`src/rtl/median_wr_buf.sv`:
```
// median_wr_buf: packs four median pixels per group into a word, buffers it in a small FIFO
// and writes one frame of FRAME_WORDS words to memory at consecutive addresses.
module median_wr_buf #(
  parameter int PIXEL_DATA_WIDTH = 8,
  parameter int MEM_DATA_WIDTH   = 32,
  parameter int MEM_ADDR_WIDTH   = 10,
  parameter int FRAME_WORDS      = 1024,
  parameter int FIFO_DEPTH       = 4
) (
  input  logic                        clk,
  input  logic                        rst_n,
  input  logic                        start,
  input  logic                        in_valid,
  input  logic [PIXEL_DATA_WIDTH-1:0] in_pixel1,
  input  logic [PIXEL_DATA_WIDTH-1:0] in_pixel2,
  input  logic [PIXEL_DATA_WIDTH-1:0] in_pixel3,
  input  logic [PIXEL_DATA_WIDTH-1:0] in_pixel4,
  output logic                        in_ready,
  input  logic                        mem_ready,
  output logic                        mem_we,
  output logic [MEM_ADDR_WIDTH-1:0]   mem_waddr,
  output logic [MEM_DATA_WIDTH-1:0]   mem_wdata,
  output logic                        busy,
  output logic                        frame_done
);
  localparam int AW = $clog2(FIFO_DEPTH);
  localparam logic [MEM_ADDR_WIDTH:0] FW = (MEM_ADDR_WIDTH+1)'(FRAME_WORDS);
  typedef enum logic [1:0] {IDLE, RUN, DONE} state_t;
  state_t                  r_state;
  logic [MEM_DATA_WIDTH-1:0] r_fifo [FIFO_DEPTH];
  logic [AW:0]             r_wptr, r_rptr;
  logic [MEM_ADDR_WIDTH:0] r_acc, r_wcnt;
  logic                    w_empty, w_full, w_push, w_pop;
  assign w_empty  = r_wptr == r_rptr;
  assign w_full   = (r_wptr[AW-1:0] == r_rptr[AW-1:0]) && (r_wptr[AW] != r_rptr[AW]);
  assign in_ready = (r_state == RUN) && !w_full && (r_acc < FW);
  assign w_push   = in_valid && in_ready;
  assign w_pop    = (r_state == RUN) && !w_empty && mem_ready;
  always_ff @(posedge clk)
    if (w_push) r_fifo[r_wptr[AW-1:0]] <= {in_pixel4, in_pixel3, in_pixel2, in_pixel1};
  // The frame ends the cycle after the last write is presented, so DONE follows the final mem_we.
  always_ff @(posedge clk or negedge rst_n) begin
    if (!rst_n) begin
      r_state    <= IDLE;
      r_wptr     <= '0;
      r_rptr     <= '0;
      r_acc      <= '0;
      r_wcnt     <= '0;
      mem_we     <= 1'b0;
      mem_waddr  <= '0;
      mem_wdata  <= '0;
      busy       <= 1'b0;
      frame_done <= 1'b0;
    end else begin
      mem_we <= w_pop;
      if (w_pop) begin
        mem_wdata <= r_fifo[r_rptr[AW-1:0]];
        mem_waddr <= r_wcnt[MEM_ADDR_WIDTH-1:0];
        r_wcnt    <= r_wcnt + 1'b1;
        r_rptr    <= r_rptr + 1'b1;
      end
      if (w_push) begin
        r_wptr <= r_wptr + 1'b1;
        r_acc  <= r_acc + 1'b1;
      end
      case (r_state)
        IDLE: if (start) begin
          r_state <= RUN;
          busy    <= 1'b1;
          r_wptr  <= '0;
          r_rptr  <= '0;
          r_acc   <= '0;
          r_wcnt  <= '0;
        end
        RUN: if (r_wcnt == FW) begin
          r_state    <= DONE;
          busy       <= 1'b0;
          frame_done <= 1'b1;
        end
        default: begin
          r_state    <= IDLE;
          frame_done <= 1'b0;
        end
      endcase
    end
  end
endmodule

```
`config.mk`:
```
export PLATFORM = sky130hd
export DESIGN_NAME = median_wr_buf
export DESIGN_NICKNAME = d
export VERILOG_FILES = /design/src/rtl/median_wr_buf.sv
export SDC_FILE = /design/constraint.sdc
export NUM_CORES = 1
export LEC_CHECK = 0
export ABC_CLOCK_PERIOD_IN_PS = 2310
export CAP_MARGIN = 10
export CORE_AREA = 4 4 168 170
export DETAILED_ROUTE_END_ITERATION = 6
export DIE_AREA = 0 0 172 174
export GPL_ROUTABILITY_DRIVEN = 1
export SKIP_CTS_REPAIR_TIMING = 1
export SLEW_MARGIN = 25
export SYNTH_ARGS = -nofsm -noshare
export SYNTH_HDL_FRONTEND = slang
export SYNTH_SLANG_ARGS = --single-unit
```
`constraint.sdc`:
```
create_clock -name clk -period 2.31 [get_ports clk]
set_input_delay 0.231 -clock clk [delete_from_list [all_inputs] [get_ports clk]]
set_output_delay 0.231 -clock clk [all_outputs]
set_load 0.005 [all_outputs]
```
**Word level (Yosys, flattened, before mapping)**

Memory sizes are Yosys's and may differ from the RTL's. A register that Yosys moved wholly into a read port is not among the register bits.
Cells that the tools add are included.

- Register bits after elaboration: 43
- Logic and storage cells: 59
- Input bits: 37
- Output and inout port bits: 46
- Memory bits (writable): 128
- Memories: 1

Memory list:

| memory | depth | width | read ports | clocked after Yosys merged registers in | write ports | line | text |
|---|---|---|---|---|---|---|---|
| r_fifo | 4 | 32 | 1 | 1 | 1 | 30 | `logic [MEM_DATA_WIDTH-1:0] r_fifo [FIFO_DEPTH];` |

- Equal/unequal tests: 7
- $add $sub $neg: 4
- Mux-type cells: 22
- Reductions and logical operators: 14
- Order comparisons: 1
- Bitwise gates (word level): 1

Operator list:

| cell | count |
|---|---|
| $mux 11 | 6 |
| $add 11x1->11 const B | 2 |
| $mux 3 | 6 |
| $eq 11x11->1 const B | 1 |
| $lt 11x11->1 const B | 1 |
| $add 3x1->3 const B | 2 |
| $logic_and 1x1->1 | 6 |
| $mux 1 | 5 |
| $mux 2 | 2 |
| $pmux 1 s2 | 2 |
| $pmux 2 s2 | 1 |
| $reduce_and 2->1 | 2 |
| $eq 3x3->1 | 1 |
| $logic_not 1->1 | 3 |
| $reduce_and 3->1 | 1 |
| $eq 2x1->1 const B | 1 |
| $eq 2x2->1 | 1 |
| $logic_not 2->1 | 1 |
| $ne 2x1->1 const B | 1 |
| $ne 2x2->1 const B | 1 |
| $reduce_bool 2->1 | 1 |
| $ne 1x1->1 | 1 |
| $not 1->1 | 1 |

**Longest topological paths before layout**

Gate-level depths: netlist of the first run.

- Word-level depth: 9
- Gate-level depth with buffers: 7
- Mapped depth without buffers: 5

**Worst setup path before layout of the first run**

No wires, ideal clock.

- Path type: register -> register
- Start: register r_state[1]
- End: memory r_fifo[3][0] (enable)
- Setup time: 394 ps
- Required time: 1916 ps
- Buffers on the path: 1
- Path slack: -130 ps
- Cell stages (with the launch flop): 5
- Arrival: 2047 ps
- Clock period less this slack: 2440 ps
- Path through: dfrtp_1 nor4bb_1 o31a_1 clkbuf_1 and2_1

- Longest elaborated chain between the ends: 6

RTL lines:

| element | line | text |
|---|---|---|
| from (decl) | 29 | `state_t r_state;` |
| from (signal assigned) | 44 | `r_state <= IDLE;` |
| from (signal assigned) | 68 | `r_state <= RUN;` |
| from (signal assigned) | 76 | `r_state <= DONE;` |
| $eq 2x1->1 | 36 | `assign in_ready = (r_state == RUN) && !w_full && (r_acc < FW);` |
| $logic_and 1x1->1 (2 in series) | 36 |  |
| $logic_and 1x1->1 | 37 | `assign w_push = in_valid && in_ready;` |
| $mux 1 | 40 | `if (w_push) r_fifo[r_wptr[AW-1:0]] <= {in_pixel4, in_pixel3, in_pixel2, in_pixel1};` |
| $mux 1 (implied by the code) | 40 |  |
| to (decl) | 30 |  |

Every way passes these cells.

**Worst setup path in the final report of the first run**

- Start: register r_rptr[2]
- End: output in_ready

- Longest elaborated chain between the ends: 5

RTL lines:

| element | line | text |
|---|---|---|
| from (decl) | 31 | `logic [AW:0] r_wptr, r_rptr;` |
| from (signal assigned) | 60 | `r_rptr <= r_rptr + 1'b1;` |
| $ne 1x1->1 | 35 | `assign w_full = (r_wptr[AW-1:0] == r_rptr[AW-1:0]) && (r_wptr[AW] != r_rptr[AW]);` |
| $logic_and 1x1->1 | 35 |  |
| $logic_not 1->1 | 36 |  |
| $logic_and 1x1->1 (2 in series) | 36 |  |
| to (decl) | 18 | `output logic in_ready,` |

Every way passes these cells.

==> metrics list, run 1 <==
- Ports placed on the boundary: 83
- Row generation in the floorplan step produced 60 rows.
* Total overflow reported by the global router: 0
- Clock tree from TritonCTS: yes
* Headroom to the max-slew limit: 55.6%
* Flops & latches, synth: 203
- Number of optimization iterations in the first detailed-route pass: 4
- The commonest cells after synthesis are 147 x nand2_1, 128 x edfxtp_1, 75 x dfrtp_1.
* Detailed router's first-iteration violation count: 258
* Routed len/inst: 16.8 um
- The share of total power dissipated in the clock network is 26.0%.
- The tree is rooted in a clkbuf_16.
* Portion of the post-synthesis area used by sequential elements: 72.1%
- Combinational logic burns 31.3% of the power.
- Area of all placed cells without fillers: 0.0101 mm^2
* Total Neg Setup Slack: 0 ps
* Average via count per standard cell: 4.56
- Crit share post-route: 85.9%
- Summed over all nets, the switching power comes to 0.00387 W.
- The routed design could run at a clock period as short as 1980 ps.
- Area occupied by registers: 0.00573 mm^2
- The floorplan step set the die height to 174 um.
- IR analysis of the VDD net gives a maximum drop of 635 uV.
- The worst setup path is launched from a flip-flop.
- Clock skew after layout: 14.3 ps
- Least-Margin Pin Slew: 665 ps
- By instance count, the leading cell after synthesis is nand2_1.
* Type of the most critical hold path: in2async
- In this run the worst path has a maximum fanout of 3.
- Type of element capturing the critical path: primary output
* DRC violations left: 0
- Category of the most critical setup path: reg2out
- Counting flops with a built-in enable in the synthesized netlist gives 128.
- The HPWL after detailed placement is 10700 um.
- The analysis attributes to cell leakage a power of 3.91 nW.
- After clock tree synthesis, the clock-pin slew on the worst setup and hold paths is 60 ps.
- edfxtp_1 takes more of the synthesized area than any other cell.
- The number of nets in the synthesized netlist is 569.
- The number of global-route vias before repair was 4507.
- Finish-stage setup viols: 0
- The number of placed instances, taps included, is 943.
* Synth top area cells: edfxtp_1 48%, dfrtp_1 24%, mux4_2 9.1%
- The floorplan step defined a die boundary enclosing 0.0299 mm^2.
* Placed cell areas: 0.00932 mm^2
* Number of antenna cells inserted: 0
* Die W: 172 um
- In this run the tool buffered the top-level ports with 82 buffer cells.
* # Max-Cap Violations: 0
- A synthesized cell averages 15.1 um^2.
- The first global-routing pass estimated 26100 um of wire.
- For this configuration, the core starts out at a cell density of 29.7%.
- Library cells used by synthesis: 44
- Total core area: 0.0267 mm^2
* Sequential cell fraction of total power: 42.8%
* Number of nets at the end of the flow: 677
- Global routing used 11.0% of the available tracks.
- Syn. warnings: 0
* CTS H-tree depth: 1
- Synthesized netlist cell count: 524
- CTS max path bufs: 3
- For the worst setup path, the data required time is 2080 ps.
- Final Hold Violating Endpoints: 0
- Of the post-synthesis cell area, the dominant cell type holds 48.5%.
* Multi-input gate area: 0.00209 mm^2
* Combined area of all synthesized cells: 0.00793 mm^2
* Outcome: finished clean
- Non-filler instance count after layout: 988
- Timing would allow up to 0.504 GHz.
- The most used flip-flop cell after synthesis is edfxtp_1.
- In this run switching power makes up 30.2% of total power.
- Final Max Slew Viols: 0
- The initial antenna violation count came to 0.
* Final RePlAce weighted congestion: 0.708
* P&R area growth vs syn: 27.2%
- Power density cells: 1270 mW/mm^2
* Data arrival at the endpoint of the critical path: 1750 ps
- After detailed routing, the total wire length is 16600 um.
- In the synthesized netlist the async set-or-reset flop fraction comes to 36.9%.
* Remaining number of nets flagged by the antenna check after routing: 0
* Internal power component: 0.00894 W
* Number of clock sinks: 203
- Setup repair after global routing left no endpoint under its margin.
- Clock latency on the worst-skew pair, taken at its later pin, is 500 ps.
- In this run, CTS created clock tree buffers numbering 21.
- Pin count of the biggest net entering global routing: 44
* Fraction of final layout cells with drive strength greater than 1: 17.2%
- Across all setup checks in the final design, the least slack found is 326 ps.
- Timing analysis after detailed placement gives a worst setup slack of 165 ps.
- Fill cells in the final layout number 2528.
- The final route contains 4501 vias.
==> area by class of cell <==
| cell class | instances | share of cell area [%] |
|---|---|---|
| multi-input combinational | 287 | 20.7 |
| timing repair buffer | 108 | 11.1 |
| tap | 341 | 4.23 |
| clock buffer | 26 | 5.60 |
| clock inverter | 12 | 1.13 |
| sequential | 203 | 56.8 |
| inverter | 11 | 0.409 |
==> through the flow <==
step / util [%] / hold slack [ps] / power (W)
floorplan: - / -64.6 / 0.00766
global placement: 34.9 / 213 / 0.00946
detailed placement: 34.9 / 219 / 0.00950
CTS: 37.4 / -307 / 0.0129
global route: 37.7 / 263 / 0.0137
finish: 37.7 / 234 / 0.0128
==> state kept, by name (all words and copies together) (netlist names) <==
| signal | flops |
|---|---|
| r_rptr | 3 |
| mem_we | 1 |
| r_wptr | 3 |
| mem_waddr | 10 |
| frame_done | 1 |
| mem_wdata | 32 |
| r_fifo | 128 |
| busy | 1 |
| r_wcnt | 11 |
| r_state | 2 |
| r_acc | 11 |
==> power groups by stage <==
stage | Clock (W) | Combinational (W) | Sequential [W]
floorplan | 0 | 0.00226 | 0.00540
global placement | 0 | 0.00394 | 0.00552
detailed placement | 0 | 0.00397 | 0.00553
CTS | 0.00343 | 0.00400 | 0.00547
global route | 0.00360 | 0.00446 | 0.00560
finish | 0.00333 | 0.00401 | 0.00548
==> final timing paths <==
check	depth (start not counted)	slack, ps	to	from
setup / recovery	4	330	in_ready	r_rptr[2]
max in group asynchronous	3	1460	r_rptr[2]	rst_n
setup reg to reg	5	390	r_acc[9]	r_rptr[2]
min in group clk	1	370	r_fifo[2][20]	in_pixel3[4]
hold / removal	2	230	r_wcnt[5]	rst_n
hold reg to reg	2	470	mem_waddr[5]	mem_waddr[5]
==> critical path: stages (launching register included) <==
cell and delay [ps]:
dfrtp_2 440, xor2_2 190, a311o_1 420, inv_2 90
dlymetal6s2s_1 120
==> logic make-up (layout without fill, tap and decap cells) <==
logic type                 count (synthesis)  count (layout)  synth area share, %
AOI/OAI and AO/OA                         37              37                 3.00
xor gates and xnor gates                   6               6                0.663
adders and majority gates                  8               8                 1.26
buffers and inverters                     34             157                 1.85
DFF                                      203             203                 72.1
muxes                                     42              42                 10.4
and+or+nand+nor                          194             194                 10.7
==> layout by cell type, fill, tap and decap left out, types with 6 or more instances in the layout <==
master / instances
a21oi_1: 10
inv_1: 9
clkdlybuf4s50_1: 80
dfrtp_1: 69
nand3_1: 8
buf_12: 8
mux4_2: 32
o31ai_1: 6
nand4_1: 6
edfxtp_1: 128
nand2_1: 147
ha_1: 8
clkbuf_16: 21
o21ai_0: 11
mux2i_1: 10
buf_4: 18
dfrtp_2: 6
==> per-layer routing <==
| layer | vias to the layer above | global-route usage [%] | wire length [um] |
|---|---|---|---|
| met3 | 26 | 2.84 | 1090 |
| met4 | 0 | 2.13 | 277 |
| li1 | 2132 | - | - |
| met2 | 111 | 16.2 | 7380 |
| met5 | - | 0 | 0 |
| met1 | 2232 | 16.6 | 7860 |
(Power assumes the default switching activity.)
==> inputs of run 2 (changes only) <==
--- a/config.mk
+++ b/config.mk
@@ -12,6 +12,7 @@
 export DIE_AREA = 0 0 172 174
 export GPL_ROUTABILITY_DRIVEN = 1
 export SKIP_CTS_REPAIR_TIMING = 1
+export SKIP_LAST_GASP = 1
 export SLEW_MARGIN = 25
 export SYNTH_ARGS = -nofsm -noshare
 export SYNTH_HDL_FRONTEND = slang
==> results of run 2 <==
Final layout, timing and power as in run 1 (identical DEF).
